**config.mk**
```make
export PLATFORM = sky130hd
export DESIGN_NAME = fifo_rd_streamer_flat
export DESIGN_NICKNAME = d
export VERILOG_FILES = /design/src/rtl/fifo_rd_pkg.sv /design/src/rtl/fifo_rd_streamer_if.sv /design/src/rtl/fifo_rd_skid_buf.sv /design/src/rtl/fifo_rd_streamer.sv /design/src/flat_wrapper.sv
export SDC_FILE = /design/constraint.sdc
export NUM_CORES = 1
export LEC_CHECK = 0
export CAP_MARGIN = 30
export CORE_AREA = 2 2 95 97
export DETAILED_ROUTE_END_ITERATION = 16
export DIE_AREA = 0 0 97 99
export GPL_TIMING_DRIVEN = 0
export SETUP_SLACK_MARGIN = 0.15
export SKIP_LAST_GASP = 1
export SYNTH_ARGS = -nofsm -noshare
export SYNTH_HDL_FRONTEND = slang
export SYNTH_SLANG_ARGS = --single-unit
export TNS_END_PERCENT = 50
```
**constraint.sdc**
```tcl
create_clock -name rd_clk -period 3.4 [get_ports rd_clk]
set_clock_uncertainty 0.15 [all_clocks]
set_input_delay 0.34 -clock rd_clk [delete_from_list [all_inputs] [get_ports rd_clk]]
set_output_delay 0.34 -clock rd_clk [all_outputs]
set_load 0.01 [all_outputs]
```
**src/rtl/fifo_rd_pkg.sv**
```systemverilog
`default_nettype none
// ============================================================================
//  Module   : fifo_rd_pkg
//  Purpose  : Shared sizing helpers for the FIFO read-side streamer.
//  Revision : 1.0
// ============================================================================
package fifo_rd_pkg;

    localparam int c_rd_latency_min = 1;
    localparam int c_rd_latency_max = 3;

    // Out-of-range latencies are clamped so the buffer is never undersized.
    function automatic int skid_depth(input int rd_latency);
        int lat;
        lat = rd_latency;
        if (lat < c_rd_latency_min) lat = c_rd_latency_min;
        if (lat > c_rd_latency_max) lat = c_rd_latency_max;
        return lat + 1;
    endfunction

    function automatic int occ_width(input int depth);
        return $clog2(depth + 1);
    endfunction

    function automatic int ptr_width(input int depth);
        return (depth <= 2) ? 1 : $clog2(depth);
    endfunction

endpackage
`default_nettype wire

```
**src/rtl/fifo_rd_streamer_if.sv**
```systemverilog
`default_nettype none
// ============================================================================
//  Module   : fifo_rd_streamer_if
//  Purpose  : FIFO read port plus valid/ready output stream.
//  Revision : 1.0
// ============================================================================
interface fifo_rd_streamer_if #(
    parameter int DATA_WIDTH = 8
);
    logic                  rd_en;
    logic [DATA_WIDTH-1:0] rd_data;
    logic                  empty;
    logic                  m_valid;
    logic                  m_ready;
    logic [DATA_WIDTH-1:0] m_data;

    modport master (
        output rd_en,
        input  rd_data,
        input  empty,
        output m_valid,
        input  m_ready,
        output m_data
    );

    modport slave (
        input  rd_en,
        output rd_data,
        output empty,
        input  m_valid,
        output m_ready,
        input  m_data
    );
endinterface
`default_nettype wire

```
**src/rtl/fifo_rd_skid_buf.sv**
```systemverilog
`default_nettype none
// ============================================================================
//  Module   : fifo_rd_skid_buf
//  Purpose  : Circular buffer absorbing words that land after the credit stop.
//  Revision : 1.0
// ============================================================================
module fifo_rd_skid_buf
    import fifo_rd_pkg::*;
#(
    parameter int DATA_WIDTH = 8,
    parameter int DEPTH      = 2
) (
    input  wire logic                         clk,
    input  wire logic                         rst,
    input  wire logic                         push,
    input  wire logic [DATA_WIDTH-1:0]        push_data,
    input  wire logic                         pop,
    output logic      [occ_width(DEPTH)-1:0]  occ,
    output logic      [DATA_WIDTH-1:0]        head_data
);
    localparam int c_ptr_w = ptr_width(DEPTH);
    localparam int c_occ_w = occ_width(DEPTH);
    localparam logic [c_ptr_w-1:0] c_ptr_last = c_ptr_w'(DEPTH - 1);

    logic [DATA_WIDTH-1:0] r_mem [DEPTH];
    logic [c_ptr_w-1:0]    r_head;
    logic [c_ptr_w-1:0]    r_tail;
    logic [c_occ_w-1:0]    r_occ;

    // Memory is cleared on reset so the head reads zero until the first push.
    always_ff @(posedge clk) begin
        if (rst) begin
            r_head <= '0;
            r_tail <= '0;
            r_occ  <= '0;
            for (int i = 0; i < DEPTH; i++) r_mem[i] <= '0;
        end else begin
            if (push) begin
                r_mem[r_tail] <= push_data;
                r_tail        <= (r_tail == c_ptr_last) ? '0 : r_tail + c_ptr_w'(1);
            end
            if (pop) begin
                r_head <= (r_head == c_ptr_last) ? '0 : r_head + c_ptr_w'(1);
            end
            if (push && !pop)      r_occ <= r_occ + c_occ_w'(1);
            else if (pop && !push) r_occ <= r_occ - c_occ_w'(1);
        end
    end

    assign occ       = r_occ;
    assign head_data = r_mem[r_head];
endmodule
`default_nettype wire

```
**src/rtl/fifo_rd_streamer.sv**
```systemverilog
`default_nettype none
// ============================================================================
//  Module   : fifo_rd_streamer
//  Purpose  : Credit-managed FIFO reader presenting a full-rate valid/ready stream.
//  Revision : 1.0
// ============================================================================
module fifo_rd_streamer
    import fifo_rd_pkg::*;
#(
    parameter int DATA_WIDTH = 8,
    parameter int RD_LATENCY = 1,
    parameter int CNT_WIDTH  = 32
) (
    input  wire logic                 rd_clk,
    input  wire logic                 rd_rst,
    fifo_rd_streamer_if.master        bus,
    output logic      [CNT_WIDTH-1:0] word_cnt,
    output logic                      underflow
);
    localparam int c_depth = skid_depth(RD_LATENCY);
    localparam int c_occ_w = occ_width(c_depth);
    localparam int c_sum_w = c_occ_w + 1;

    logic [RD_LATENCY-1:0] r_inflight;
    logic [CNT_WIDTH-1:0]  r_word_cnt;
    logic                  r_underflow;
    logic [c_occ_w-1:0]    w_occ;
    logic [DATA_WIDTH-1:0] w_head;
    logic [c_sum_w-1:0]    w_used;
    logic                  w_pop;
    logic                  w_push;
    logic                  w_rd_en;

    // A slot freed by this cycle's pop is immediately reusable, which keeps
    // rd_en high every cycle in steady state.
    always_comb begin
        w_pop   = bus.m_valid & bus.m_ready;
        w_used  = c_sum_w'(w_occ) + c_sum_w'($countones(r_inflight));
        w_rd_en = !rd_rst && !bus.empty
                  && ((w_used - c_sum_w'(w_pop)) < c_sum_w'(c_depth));
    end

    assign w_push = r_inflight[RD_LATENCY-1];

    always_ff @(posedge rd_clk) begin
        if (rd_rst) begin
            r_inflight  <= '0;
            r_word_cnt  <= '0;
            r_underflow <= 1'b0;
        end else begin
            r_inflight  <= RD_LATENCY'({r_inflight, w_rd_en});
            r_word_cnt  <= r_word_cnt + CNT_WIDTH'(w_pop);
            r_underflow <= r_underflow | (w_rd_en & bus.empty);
        end
    end

    fifo_rd_skid_buf #(
        .DATA_WIDTH (DATA_WIDTH),
        .DEPTH      (c_depth)
    ) u_skid (
        .clk        (rd_clk),
        .rst        (rd_rst),
        .push       (w_push),
        .push_data  (bus.rd_data),
        .pop        (w_pop),
        .occ        (w_occ),
        .head_data  (w_head)
    );

    assign bus.rd_en   = w_rd_en;
    assign bus.m_valid = (w_occ != '0);
    assign bus.m_data  = w_head;
    assign word_cnt    = r_word_cnt;
    assign underflow   = r_underflow;
endmodule
`default_nettype wire

```
**src/flat_wrapper.sv**
```systemverilog
// flat-port wrapper written by rule: the top's interface ports become plain ports
module fifo_rd_streamer_flat import fifo_rd_pkg::*;
#(
    parameter int DATA_WIDTH = 8,
    parameter int RD_LATENCY = 1,
    parameter int CNT_WIDTH  = 32
)
  (rd_clk, rd_rst, word_cnt, underflow, bus_rd_en, bus_rd_data, bus_empty, bus_m_valid, bus_m_ready, bus_m_data);
  fifo_rd_streamer_if #(.DATA_WIDTH(DATA_WIDTH)) bus_i ();
  input  wire logic rd_clk;
  input  wire logic rd_rst;
  output logic      [CNT_WIDTH-1:0] word_cnt;
  output logic underflow;
  output wire logic [$bits(bus_i.rd_en)-1:0] bus_rd_en;
  input wire logic [$bits(bus_i.rd_data)-1:0] bus_rd_data;
  input wire logic [$bits(bus_i.empty)-1:0] bus_empty;
  output wire logic [$bits(bus_i.m_valid)-1:0] bus_m_valid;
  input wire logic [$bits(bus_i.m_ready)-1:0] bus_m_ready;
  output wire logic [$bits(bus_i.m_data)-1:0] bus_m_data;
  assign bus_rd_en = bus_i.rd_en;
  assign bus_i.rd_data = bus_rd_data;
  assign bus_i.empty = bus_empty;
  assign bus_m_valid = bus_i.m_valid;
  assign bus_i.m_ready = bus_m_ready;
  assign bus_m_data = bus_i.m_data;
  fifo_rd_streamer #(.DATA_WIDTH(DATA_WIDTH), .RD_LATENCY(RD_LATENCY), .CNT_WIDTH(CNT_WIDTH)) u_core (.rd_clk(rd_clk), .rd_rst(rd_rst), .bus(bus_i), .word_cnt(word_cnt), .underflow(underflow));
endmodule
```
# Word-level counts from Yosys, hierarchy flattened
# Memory sizes are Yosys's and may differ from the RTL's. A register that Yosys moved wholly into a read port is not among the register bits.
# Cells that the tools add are included.
[word_totals]
ff_bits = 38
latchBits = 0
mem_bits_rw = 16
mem_bits_ro = 0
out_inout_bits = 43
elab_cells = 43
memories = 1
[op_classes]
add_sub_neg = 7
n_mul = 0
div_mod_pow = 0
order_cmp = 1
n_eq_ne = 0
shifts = 0
muxes = 14
bitwise = 3
reduce_logical = 11
[mem_list]
columns = ["name", "words", "width", "rd", "rd_clocked_by_memory_dff", "wr", "line_no", "source"]
rows = [
  ["u_core.u_skid.r_mem", 2, 8, 1, 1, 2, "fifo_rd_skid_buf.sv:25", "logic [DATA_WIDTH-1:0] r_mem [DEPTH];"],
]
[op_table]
columns = ["operator", "count"]
rows = [
  ["32-bit by 1-bit adder with 32-bit output", 1],
  ["1-bit 2-to-1 mux", 11],
  ["8-bit 2-to-1 mux", 1],
  ["8-bit OR reduction", 1],
  ["1-bit logical AND", 4],
  ["1-bit zero test", 4],
  ["2-bit 2-to-1 mux", 2],
  ["2-bit nonzero test", 2],
  ["2-bit by 1-bit adder with 3-bit output", 1],
  ["3-bit by 2-bit < comparator with 1-bit output (second input constant)", 1],
  ["3-bit by 1-bit subtractor with 3-bit output", 1],
  ["1-bit adder (second input constant)", 2],
  ["2-bit by 1-bit adder with 2-bit output (second input constant)", 1],
  ["1-bit bitwise AND", 2],
  ["2-bit by 1-bit subtractor with 2-bit output (second input constant)", 1],
  ["1-bit bitwise OR", 1],
]

# Logic depth before layout (Yosys ltp)
[logic_depth]
ltp_word = 7
ltp_mapped = 11
ltp_nobuf = 9

# By module
# A second synthesis with hierarchy kept.
[unflattened]
cells_unflattened = 252
hier_area_um2 = 2567.5
[modules_own_cells]
columns = ["mod", "n_inst", "cells_each", "area_each_um2", "seq_area_each_um2"]
rows = [
  ["fifo_rd_streamer", 1, 179, 1669.1, 680.7],
  ["fifo_rd_skid_buf", 1, 73, 898.4, 580.6],
]

# Least setup slack after synthesis
# OpenSTA, ideal clock, no wires.
[synth_timing]
path_kind = "reg2reg"
from = "register u_core.u_skid.r_occ[1] (netlist: u_core.u_skid.occ[1])"
to = "register u_core.r_word_cnt[26] (netlist: u_core.word_cnt[26])"
setup_time_ps = 121
arrival_ps = 2571
required_time_ps = 3129
path_slack_ps = 559
path_stages_with_launch = 11
n_path_buf = 1
cell_sequence = "dfxtp_1 -> or2_2 -> nand2_1 -> inv_1 -> ha_1 -> ha_1 -> nand4_2 -> or4_1 -> buf_2 -> nor4_1 -> mux2_2"
[synth_between]
elab_chain_cells = 3
[synth_lines]
columns = ["element", "line_no", "source"]
rows = [
  ["start: declaration", "fifo_rd_skid_buf.sv:28", "logic [c_occ_w-1:0] r_occ;"],
  ["start signal: assignment", "fifo_rd_skid_buf.sv:45", "if (push && !pop) r_occ <= r_occ + c_occ_w'(1);"],
  ["start signal: assignment", "fifo_rd_skid_buf.sv:46", "else if (pop && !push) r_occ <= r_occ - c_occ_w'(1);"],
  ["2-bit nonzero test", "fifo_rd_streamer.sv:71", "assign bus.m_valid = (w_occ != '0);"],
  ["via bus_m_valid", "flat_wrapper.sv:17", "output wire logic [$bits(bus_i.m_valid)-1:0] bus_m_valid;"],
  ["1-bit bitwise AND", "fifo_rd_streamer.sv:37", "w_pop = bus.m_valid & bus.m_ready;"],
  ["via u_core.u_skid.pop", "fifo_rd_skid_buf.sv:17", "input wire logic pop,"],
  ["32-bit by 1-bit adder with 32-bit output", "fifo_rd_streamer.sv:52", "r_word_cnt <= r_word_cnt + CNT_WIDTH'(w_pop);"],
  ["end signal: assignment", "fifo_rd_streamer.sv:52", ""],
  ["end: declaration", "fifo_rd_streamer.sv:25", "logic [CNT_WIDTH-1:0] r_word_cnt;"],
]
# The timed path passes the listed nets, and every way through them passes these cells.
# A chain may end at the register's enable or synchronous reset.

# Worst setup path after layout
[layout_timing]
from = "register u_core.u_skid.r_occ[1] (netlist: u_core.u_skid.occ[1])"
to = "output port bus_rd_en"
[layout_between]
elab_chain_cells = 5
elab_cells_between_ends = 6
[layout_lines]
columns = ["element", "line_no", "source"]
rows = [
  ["branches (longest 2 deep; another with 2-bit by 1-bit adder with 3-bit output)", "-", ""],
  ["3-bit by 1-bit subtractor with 3-bit output (*)", "fifo_rd_streamer.sv:40", "&& ((w_used - c_sum_w'(w_pop)) < c_sum_w'(c_depth));"],
  ["3-bit by 2-bit < comparator with 1-bit output (*)", "fifo_rd_streamer.sv:40", ""],
  ["1-bit logical AND (*)", "fifo_rd_streamer.sv:40", ""],
  ["end: declaration", "flat_wrapper.sv:14", "output wire logic [$bits(bus_i.rd_en)-1:0] bus_rd_en;"],
]
# Mark *: on every way between the ends.

==> flow_metrics.env <==
export IMPL_ctsHoldBuffers=0
export IMPL_synth_area_per_cell_um2=9.960
export IMPL_synth_cell_types=32
export IMPL_clkTransAtPathRegs_ns=0.10
export IMPL_grt_pass1_wl_um=9315
export IMPL_die_w_um=97
export IMPL_overflow=0
export IMPL_drive_above_1_share=0.1044
export IMPL_dieHeight_um=99
export IMPL_status="finished, final reports clean"
export IMPL_antenna_left=0
export IMPL_first_pass_iters=4
export IMPL_grt_start_max_net_pins=17
export IMPL_clockBufferDepth=2
export IMPL_final_min_clock_period_ns=3.100
export IMPL_relSlewSlack=0.4251
export IMPL_antenna_cells=0
export IMPL_fin_ws_ns=0.3004
export IMPL_ys_seq_area_frac=0.4985
export IMPL_timing_final_hold_violations=0
export IMPL_hold_path_class="reg2reg"
export IMPL_synth_main_ff_cell="dfxtp_1"
export IMPL_mostFrequentLayoutCell="clkdlybuf4s50_1"
export IMPL_row_count=34
export IMPL_stdcell_count=424
export IMPL_crit_path_end_kind="output port"
export IMPL_crit_fanout=5
export IMPL_cts_setup_buffers=0
export IMPL_place_congestion=0.7599
export IMPL_drt_iter0_drc=76
export IMPL_htree_levels=2
export IMPL_synth_edf_count=16
export IMPL_routed_wl_um=5802
export IMPL_placed_cells=416
export IMPL_pin_count=55
export IMPL_cts_num_sinks=55
export IMPL_start_util=0.2959
export IMPL_core_area_mm2=0.008551
export IMPL_area_growth_pct=31.55
export IMPL_rsz0062_at_grt="yes"
export IMPL_seqCellArea_mm2=0.001262
export IMPL_netlist_area_mm2=0.002530
export IMPL_crit_arrival_ns=2.61
export IMPL_dp_hpwl_um=4132
export IMPL_setup_viol=0
export IMPL_peakVddDrop_v=0.0001722
export IMPL_synthArstFlopShare=0
export IMPL_antenna_found_initial=0
export IMPL_portBuffers=54
export IMPL_die_area_mm2=0.009603
export IMPL_leakage_nw=1.137
export IMPL_syn_nets=271
export IMPL_finalCritPeriodShare=0.9116
export IMPL_via_count=2023
export IMPL_final_nets=332
export IMPL_fillers=871
export IMPL_start_kind="flop"
export IMPL_synth_seq_cells=55
export IMPL_cap_violations=0
export IMPL_cts_buffers=5
export IMPL_power_mw=1.611
export IMPL_mostFrequentLayoutCells="53 x clkdlybuf4s50_1, 38 x dfxtp_1, 25 x nor2_1, 16 x and2_1, 16 x edfxtp_1"
export IMPL_critPathRequiredTime_ns=2.91
export IMPL_grt_use_total=0.1196
export IMPL_insertion_delay_ns=0.31
export IMPL_cts_resized=1
export IMPL_cts_root_buf="clkbuf_8"
export IMPL_drv_slew=0
export IMPL_multi_input_area_mm2=0.001195
export IMPL_powerDensity_mw_per_mm2=484.0
export IMPL_synth_cells=254
export IMPL_worst_pin_slew_ns=0.8557
export IMPL_max_freq_mhz=322.6
export IMPL_viasPerCell=4.771
export IMPL_grt_pass1_vias=1979
export IMPL_pre_cts_slack_ns=0.06086
export IMPL_finalSetupTns_ns=0
export IMPL_yosys_warnings=0
export IMPL_drc_errors=0
export IMPL_crit_type="reg2out"
export IMPL_cts_tree="yes"
export IMPL_wire_per_inst_um=13.68
[cell usage after synthesis, types with 2 or more instances]
master / number / area share
and3_1: 2 / 0.0049
inv_1: 9 / 0.013
nor2_1: 25 / 0.037
or2_2: 3 / 0.0074
edfxtp_1: 16 / 0.19
and2_1: 16 / 0.040
nor2b_1: 9 / 0.022
nand2_1: 11 / 0.016
clkbuf_1: 7 / 0.010
buf_2: 2 / 0.0040
nand4_1: 8 / 0.020
a21oi_1: 12 / 0.024
o21ai_0: 5 / 0.0099
and4_1: 2 / 0.0069
xnor2_1: 8 / 0.028
nor4b_1: 2 / 0.0069
or3_1: 6 / 0.015
or4_1: 9 / 0.027
dfxtp_1: 39 / 0.31
nor4_1: 8 / 0.020
nor3_1: 4 / 0.0079
ha_1: 4 / 0.020
mux2_2: 15 / 0.067
o31ai_1: 7 / 0.021
buf_1: 2 / 0.0030
nand3_1: 9 / 0.018
xor2_1: 9 / 0.031
[path summary, 6_finish.rpt]
kind                        start                   to  slack [ns]  depth (start not counted)
max          u_core.u_skid.occ[1]            bus_rd_en        0.30                          8
min              u_core.underflow     u_core.underflow        0.33                          1
max reg2reg  u_core.u_skid.occ[0]  u_core.word_cnt[26]        0.34                         10
min reg2reg      u_core.underflow     u_core.underflow        0.33                          1
[flip-flops by register name, indices dropped and copies added, names as in the netlist, named ones only]
name / count
u_core.word_cnt: 32
u_core.u_skid.r_mem: 16
u_core.u_skid.occ: 2
u_core.r_inflight: 1
u_core.u_skid.r_head: 1
u_core.u_skid.r_tail: 1
u_core.underflow: 1
[critical path: stages, from the launching register on]
cell           delay (ns)
dfxtp_2              0.36
or2_2                0.30
nand2_1              0.14
ha_1                 0.28
nand2b_1             0.17
fa_1                 0.38
xor2_1               0.17
nor4b_2              0.21
dlygate4sd2_1        0.29
[power breakdown]
part / internal, mW / total, mW / switching, mW
combinational: 0.222 / 0.398 / 0.176
sequential: 0.746 / 0.783 / 0.0371
clock: 0.216 / 0.430 / 0.213
[final cells by class]
cell class                 count  share of cell area
multi-input combinational    178              0.3590
clock buffer                   5             0.02068
tap                          108             0.04060
sequential                    55              0.3793
inverter                       9             0.01015
clock inverter                 3             0.01165
timing repair buffer          54              0.1620
buffer                        12             0.01654
[cell families (layout without fill, tap and decap cells)]
group | Yosys count | in the layout | share of synthesized area
XOR/XNOR | 17 | 17 | 0.05886
adder cells (fa/ha/maj) | 5 | 5 | 0.02770
AND/OR/NAND/NOR | 116 | 116 | 0.2557
buffers and inverters | 21 | 83 | 0.03512
flip-flops | 55 | 55 | 0.4985
multiplexers | 15 | 15 | 0.06676
AO/OA/AOI/OAI | 25 | 25 | 0.05737
[routing by layer]
metal | track usage | vias up | wire, um
met2 | 0.2014 | 47 | 2749
li1 | - | 1018 | -
met4 | 0.03684 | 0 | 82
met1 | 0.1509 | 950 | 2706
met5 | 0 | - | 0
met3 | 0.03121 | 8 | 264
[through the flow]
step / util / hold WS [ns] / cell area, um2
2_1_floorplan: - / 0.2693 / 2530
3_3_place_gp: 0.3749 / 0.3112 / 3206
3_5_place_dp: 0.3749 / 0.3132 / 3206
4_1_cts: 0.3873 / 0.3301 / 3312
5_1_grt: 0.3892 / 0.3464 / 3328
6_report: 0.3892 / 0.3268 / 3328
Power figures use the tool's default switching activity.
